<file path="src/rtl/xor_keystream_streamer.sv">
// xor_keystream_streamer: XORs a packet of plaintext bytes with a rolling LFSR key, emitting ciphertext and key.
module xor_keystream_streamer #(
  parameter int LEN_W = 8
) (
  input  logic             clk,
  input  logic             rst_n,
  input  logic             start,
  input  logic [7:0]       seed,
  input  logic [LEN_W-1:0] pkt_len,
  input  logic             in_valid,
  input  logic [7:0]       in_data,
  output logic             in_ready,
  output logic             out_valid,
  output logic [7:0]       out_data,
  output logic [7:0]       out_key,
  output logic             out_last,
  input  logic             out_ready,
  output logic             busy,
  output logic             done
);
  localparam logic [1:0] IDLE  = 2'd0;
  localparam logic [1:0] RUN   = 2'd1;
  localparam logic [1:0] DRAIN = 2'd2;
  logic [1:0]   state;
  logic [7:0]   lfsr;
  logic [7:0]   lfsr_nx;
  logic [LEN_W:0] cnt;
  logic [LEN_W:0] len;
  logic         accept;
  logic         out_fire;
  logic         last_byte;
  assign in_ready  = (state == RUN) && (!out_valid || out_ready);
  assign accept    = in_valid && in_ready;
  assign out_fire  = out_valid && out_ready;
  assign busy      = state != IDLE;
  assign lfsr_nx   = {1'b0, lfsr[7:1]} ^ (lfsr[0] ? 8'hB8 : 8'h00);
  assign last_byte = (cnt + (LEN_W+1)'(1)) == len;
  // A zero pkt_len is widened to 2^LEN_W so the compare needs no special case
  always_ff @(posedge clk or negedge rst_n) begin
    if (!rst_n) begin
      state     <= IDLE;
      lfsr      <= 8'h01;
      cnt       <= '0;
      len       <= '0;
      out_valid <= 1'b0;
      out_data  <= 8'h00;
      out_key   <= 8'h00;
      out_last  <= 1'b0;
      done      <= 1'b0;
    end else begin
      done <= 1'b0;
      if (state == IDLE && start) begin
        lfsr  <= seed == 8'h00 ? 8'h01 : seed;
        len   <= pkt_len == '0 ? {1'b1, {LEN_W{1'b0}}} : {1'b0, pkt_len};
        cnt   <= '0;
        state <= RUN;
      end
      if (accept) begin
        out_data  <= in_data ^ lfsr;
        out_key   <= lfsr;
        out_valid <= 1'b1;
        lfsr      <= lfsr_nx;
        cnt       <= cnt + (LEN_W+1)'(1);
        if (last_byte) begin
          out_last <= 1'b1;
          state    <= DRAIN;
        end
      end else if (out_fire) begin
        out_valid <= 1'b0;
        out_last  <= 1'b0;
        if (state == DRAIN) begin
          done  <= 1'b1;
          state <= IDLE;
        end
      end
    end
  end
endmodule

</file>
<file path="config.mk">
export PLATFORM = sky130hd
export DESIGN_NAME = xor_keystream_streamer
export DESIGN_NICKNAME = d
export VERILOG_FILES = /design/src/rtl/xor_keystream_streamer.sv
export SDC_FILE = /design/constraint.sdc
export NUM_CORES = 1
export LEC_CHECK = 0
export CAP_MARGIN = 20
export CORE_MARGIN = 2
export CORE_UTILIZATION = 51
export CTS_CLUSTER_SIZE = 14
export DETAILED_ROUTE_END_ITERATION = 8
export PLACE_DENSITY = 0.88
export SLEW_MARGIN = 15
export SYNTH_ARGS = -nofsm -noshare
export SYNTH_HDL_FRONTEND = slang
export SYNTH_SLANG_ARGS = --single-unit
</file>
<file path="constraint.sdc">
create_clock -name clk -period 2.55 [get_ports clk]
set_clock_uncertainty 0.05 [all_clocks]
set_input_delay 0.3825 -clock clk [delete_from_list [all_inputs] [get_ports clk]]
set_output_delay 0.3825 -clock clk [all_outputs]
set_load 0.01 [all_outputs]
</file>
Yosys cells after proc, flatten, opt, wreduce, memory -nomap -nowiden

Index checks and enable logic that the tools add are counted.

Memory bits (read-only): 0
Output and inout port bits: 21
Memories kept: 0
Bits in latches: 0
Bits in writable memories: 0
Register bits: 47

Reduce and logical (&&, ||, !) cells: 13
Multipliers: 0
$lt $le $gt $ge: 0
Multiplexer cells: 19
Bitwise operators: 2
Equality and inequality tests: 4
Shift-type cells: 0
Add/sub/neg operators: 1
Divide/modulo/power cells: 0

Operators by type and width:

| kind                  | count |
|---|---|
| $mux W8               | 4 |
| $mux W9               | 3 |
| $logic_not A8 Y1      | 2 |
| $mux W2               | 5 |
| $add A9 B1 Y9 const B | 1 |
| $eq A9 B9 Y1          | 1 |
| $xor A7 B8 Y8         | 1 |
| $xor A8 B8 Y8         | 1 |
| $mux W1               | 7 |
| $reduce_bool A2 Y1    | 3 |
| $logic_and A1 B1 Y1   | 4 |
| $eq A2 B1 Y1 const B  | 1 |
| $eq A2 B2 Y1 const B  | 1 |
| $logic_not A2 Y1      | 1 |
| $ne A2 B1 Y1 const B  | 1 |
| $reduce_and A2 Y1     | 1 |
| $logic_not A1 Y1      | 1 |
| $logic_or A1 B1 Y1    | 1 |

Depth between registers and ports, before layout

Word-level depth: 6
Gate-level depth with buffers: 8

Worst setup path before layout

Ideal clock, no wire load.

Kind: flip-flop to flip-flop
From: register cnt[0]
To: register state[0]
Clock period less this slack: 2.042 ns
Data required time: 2.381 ns
Arrival time: 1.873 ns
Path buffers: 1
Setup slack: 0.508 ns
Cell stages (with the launch flop): 8
Cells stage by stage: dfrtp_1 > ha_1 > buf_6 > xnor3_1 > or3b_1 > a21oi_2 > o2111ai_2 > o21a_1

Longest elaborated chain between the ends: 4

Ends and longest elaborated chain:

| element                | RTL line | source |
|---|---|---|
| from (decl)            | 27       | `logic [LEN_W:0] cnt;` |
| from (signal assigned) | 63       | `cnt <= cnt + (LEN_W+1)'(1);` |
| $add A9 B1 Y9          | 37       | `assign last_byte = (cnt + (LEN_W+1)'(1)) == len;` |
| $eq A9 B9 Y1           | 37       |  |
| $mux W2                | 64       | `if (last_byte) begin` |
| $mux W2                | 58       | `if (accept) begin` |
| to (signal assigned)   | 41       | `state <= IDLE;` |
| to (signal assigned)   | 56       | `state <= RUN;` |
| to (signal assigned)   | 66       | `state <= DRAIN;` |
| to (decl)              | 24       | `logic [1:0] state;` |

No other way between the ends.
A chain may end at the register's enable or synchronous reset.

Worst setup path after layout

From: input out_ready
To: output in_ready

Longest elaborated chain between the ends: 2

Ends and longest elaborated chain:

| element             | RTL line | source |
|---|---|---|
| from (decl)         | 17       | `input logic out_ready,` |
| $logic_or A1 B1 Y1  | 32       | `assign in_ready = (state == RUN) && (!out_valid \|\| out_ready);` |
| $logic_and A1 B1 Y1 | 32       |  |
| to (decl)           | 12       | `output logic in_ready,` |

No other way between the ends.

==> metrics.txt <==
post-layout minimum cycle time 2.15 ns; proportion of synthesized chip area in sequential cells 50.2%; standard-cell row count 24; proportion of layout cells with a drive suffix above 1 10.1%; number of DRC markers in iteration 0 149; DRC violations left 0; Tcrit/Tclk final 84.4%; cell count after placement 329; maximum frequency from static timing analysis 0.465 GHz; category of the most critical setup path input port to output port; post-CTS sizing 0; largest net degree at the start of global routing 38; average instance area after synthesis 9.81 sq um; count of nets after finishing 315; routed vias 1900; status finished clean; fillers 342; global-route wire length before repair 9.00 mm; flip-flop and latch count after synthesis 47; buffers inserted during post-CTS setup optimization 0; Clock Power Share 19.1%; Initial Utilization 53.5%; number of synthesis warnings 0; Critical Path Sink Type output port; number of CTS-inserted buffers 5; number of detailed-routing iterations run before antenna repair 4; die height 71.8 um; root buf cell sky130_fd_sc_hd__clkbuf_8; Hold Violations, Final 0; Gate Count Post-Synth 239; switching part of the total 35.1%; number of top-level pins 50; max_cap viols 0; async set-or-reset flop fraction in the synthesized netlist 100%; Total GRT Usage 22.5%; number of vias per cell 5.62; number of enable-type register cells in the synthesized netlist 0; count of final setup violators 0; maximum clock insertion buffer count 2; die outline area 5150 sq um; HPWL after DPL 3.79 mm; growth of design area from synthesis to finish 27.6%; most common library cell in the layout ignoring fill and taps sky130_fd_sc_hd__nand2_1; final std cells w/o fill 338; chip width 71.8 um; Cells on Worst Hold Path 2; antenna violations before repair 0; pwr/cell area 1030 nW/um^2; Post-DRT Antenna Nets 0; sinks on the clock net 47; internal cell power 1.99 mW; Primary FF master, synth sky130_fd_sc_hd__dfrtp_1; type of element launching the critical path input port; RSZ-0062 raised after global routing false; sequential share of power 42.9%; part of the power in combinational logic 38.0%; H-Tree Level Count 2; most frequent cells in the layout sky130_fd_sc_hd__nand2_1, sky130_fd_sc_hd__clkdlybuf4s50_1, sky130_fd_sc_hd__dfrtp_1; maximum fanout along the worst path 4; Final GP Congestion 0.874; total wirelength of the detailed-routed design 5.25 mm; length in cells of the worst reg-to-reg path 6; slew at the pin with the worst max-slew slack 0.445 ns; Slew headroom 69.9%; TritonCTS clock tree built; synth unique cells 50; nets in the synthesized netlist 269; Core Box Area 4380 sq um; hold buffers post-CTS 1; Skew-Pair Late Insertion Delay 0.31 ns; Wirelength per Cell 15.5 um; data required time of the critical path 2.12 ns; synthesized area 2340 sq um; number of global-route vias before repair 1864; peak supply drop 0.537 mV; diodes inserted 0; data arrival time of the critical path 1.72 ns; type of the most critical hold path flop to flop; switching component of the power 1.08 mW; clock transition at the register clock pins on the worst setup and hold paths after CTS 0.09 ns; residual overflow from global routing 0; Max Transition Viols Final 0; count of port buffers added during placement 49; Total Negative Setup Slacks 0 ns; Leak 1.31 nW
cell type report:
class / count / area, sq um / area share, %
Inverter: 1 / 3.75 / 0.126
Timing Repair Buffer: 56 / 541 / 18.1
Clock buffer: 6 / 82.6 / 2.76
Clock inverter: 2 / 38.8 / 1.30
Tap cell: 52 / 65.1 / 2.18
Sequential cell: 47 / 1180 / 39.4
Multi-Input combinational cell: 174 / 1080 / 36.2
critical path: stages:
cell and delay [ns]:
sky130_fd_sc_hd__clkdlybuf4s50_1 0.46, sky130_fd_sc_hd__nand2b_1 0.15, sky130_fd_sc_hd__and3b_1 0.18, sky130_fd_sc_hd__clkdlybuf4s50_1 0.54
per-stage QoR:
stage               hold WS, ns  total power [mW]  area [sq um]  utilization [%]  worst slack [ns]
CTS                       0.439              3.09          2990             68.2             0.393
finish                    0.432              3.07          2990             68.2             0.398
global placement          0.292              2.44          2860             65.2             0.432
global route              0.477              3.30          2990             68.2             0.263
floorplan                0.0369              1.99          2340                -             0.508
detailed placement        0.300              2.50          2860             65.2             0.394
power by group through the flow:
stage,clock (mW),combinational (mW),sequential [mW]
2_1_floorplan,0,0.696,1.29
3_3_place_gp,0,1.13,1.31
3_5_place_dp,0,1.17,1.33
4_1_cts,0.593,1.18,1.32
5_1_grt,0.625,1.30,1.37
6_report,0.586,1.17,1.32
cell families after synthesis:
logic type,Yosys count,synth area share [%]
multiplexers,11,5.13
buffers and inverters,18,3.58
flip-flops,47,50.2
AO/OA/AOI/OAI,50,13.7
XOR/XNOR,20,8.06
adder cells (fa/ha/maj),1,0.534
AND/OR/NAND/NOR,92,18.7
registers in the layout, summed over array words and instances (netlist names):
| signal | flops |
|---|---|
| out_valid | 1 |
| state | 2 |
| cnt | 9 |
| out_last | 1 |
| out_key | 8 |
| len | 9 |
| out_data | 8 |
| lfsr | 8 |
| done | 1 |
synthesized netlist by cell type (2+ instances only):
library cell	number	area share, %
sky130_fd_sc_hd__nand2b_1	2	0.53
sky130_fd_sc_hd__and3_1	2	0.53
sky130_fd_sc_hd__a22oi_1	4	1.3
sky130_fd_sc_hd__nor2_1	4	0.64
sky130_fd_sc_hd__dfrtp_1	46	49
sky130_fd_sc_hd__nand3_1	4	0.85
sky130_fd_sc_hd__nand4_1	4	1.1
sky130_fd_sc_hd__xnor2_1	11	4.1
sky130_fd_sc_hd__o41ai_1	3	1.1
sky130_fd_sc_hd__xor2_1	8	3.0
sky130_fd_sc_hd__clkbuf_1	8	1.3
sky130_fd_sc_hd__a21oi_1	2	0.43
sky130_fd_sc_hd__o31ai_1	2	0.64
sky130_fd_sc_hd__nand2_1	57	9.1
sky130_fd_sc_hd__mux2_2	8	3.8
sky130_fd_sc_hd__nor2b_1	2	0.53
sky130_fd_sc_hd__nor4_1	4	1.1
sky130_fd_sc_hd__a31oi_1	2	0.53
sky130_fd_sc_hd__mux2i_1	3	1.3
sky130_fd_sc_hd__buf_2	7	1.5
sky130_fd_sc_hd__o21ai_0	27	5.8
final timing paths:
path | slack (ns) | startpoint | to
max | 0.40 | out_ready | in_ready
min | 0.43 | out_data[0] | out_data[0]
max reg2reg | 0.41 | cnt[0] | state[0]
min reg2reg | 0.43 | out_data[0] | out_data[0]
max in group asynchronous | 1.15 | rst_n | lfsr[0]
min in group asynchronous | 0.53 | rst_n | len[3]
layer usage:
layer  GRT usage (%)  up-vias  wire (um)
met4            6.92        0         85
met5               0        -          0
met1            30.8      912       2290
li1                -      930          -
met2            36.4       49       2630
met3            4.50        9        242
Note: power is estimated with default switching activity, not from simulation.
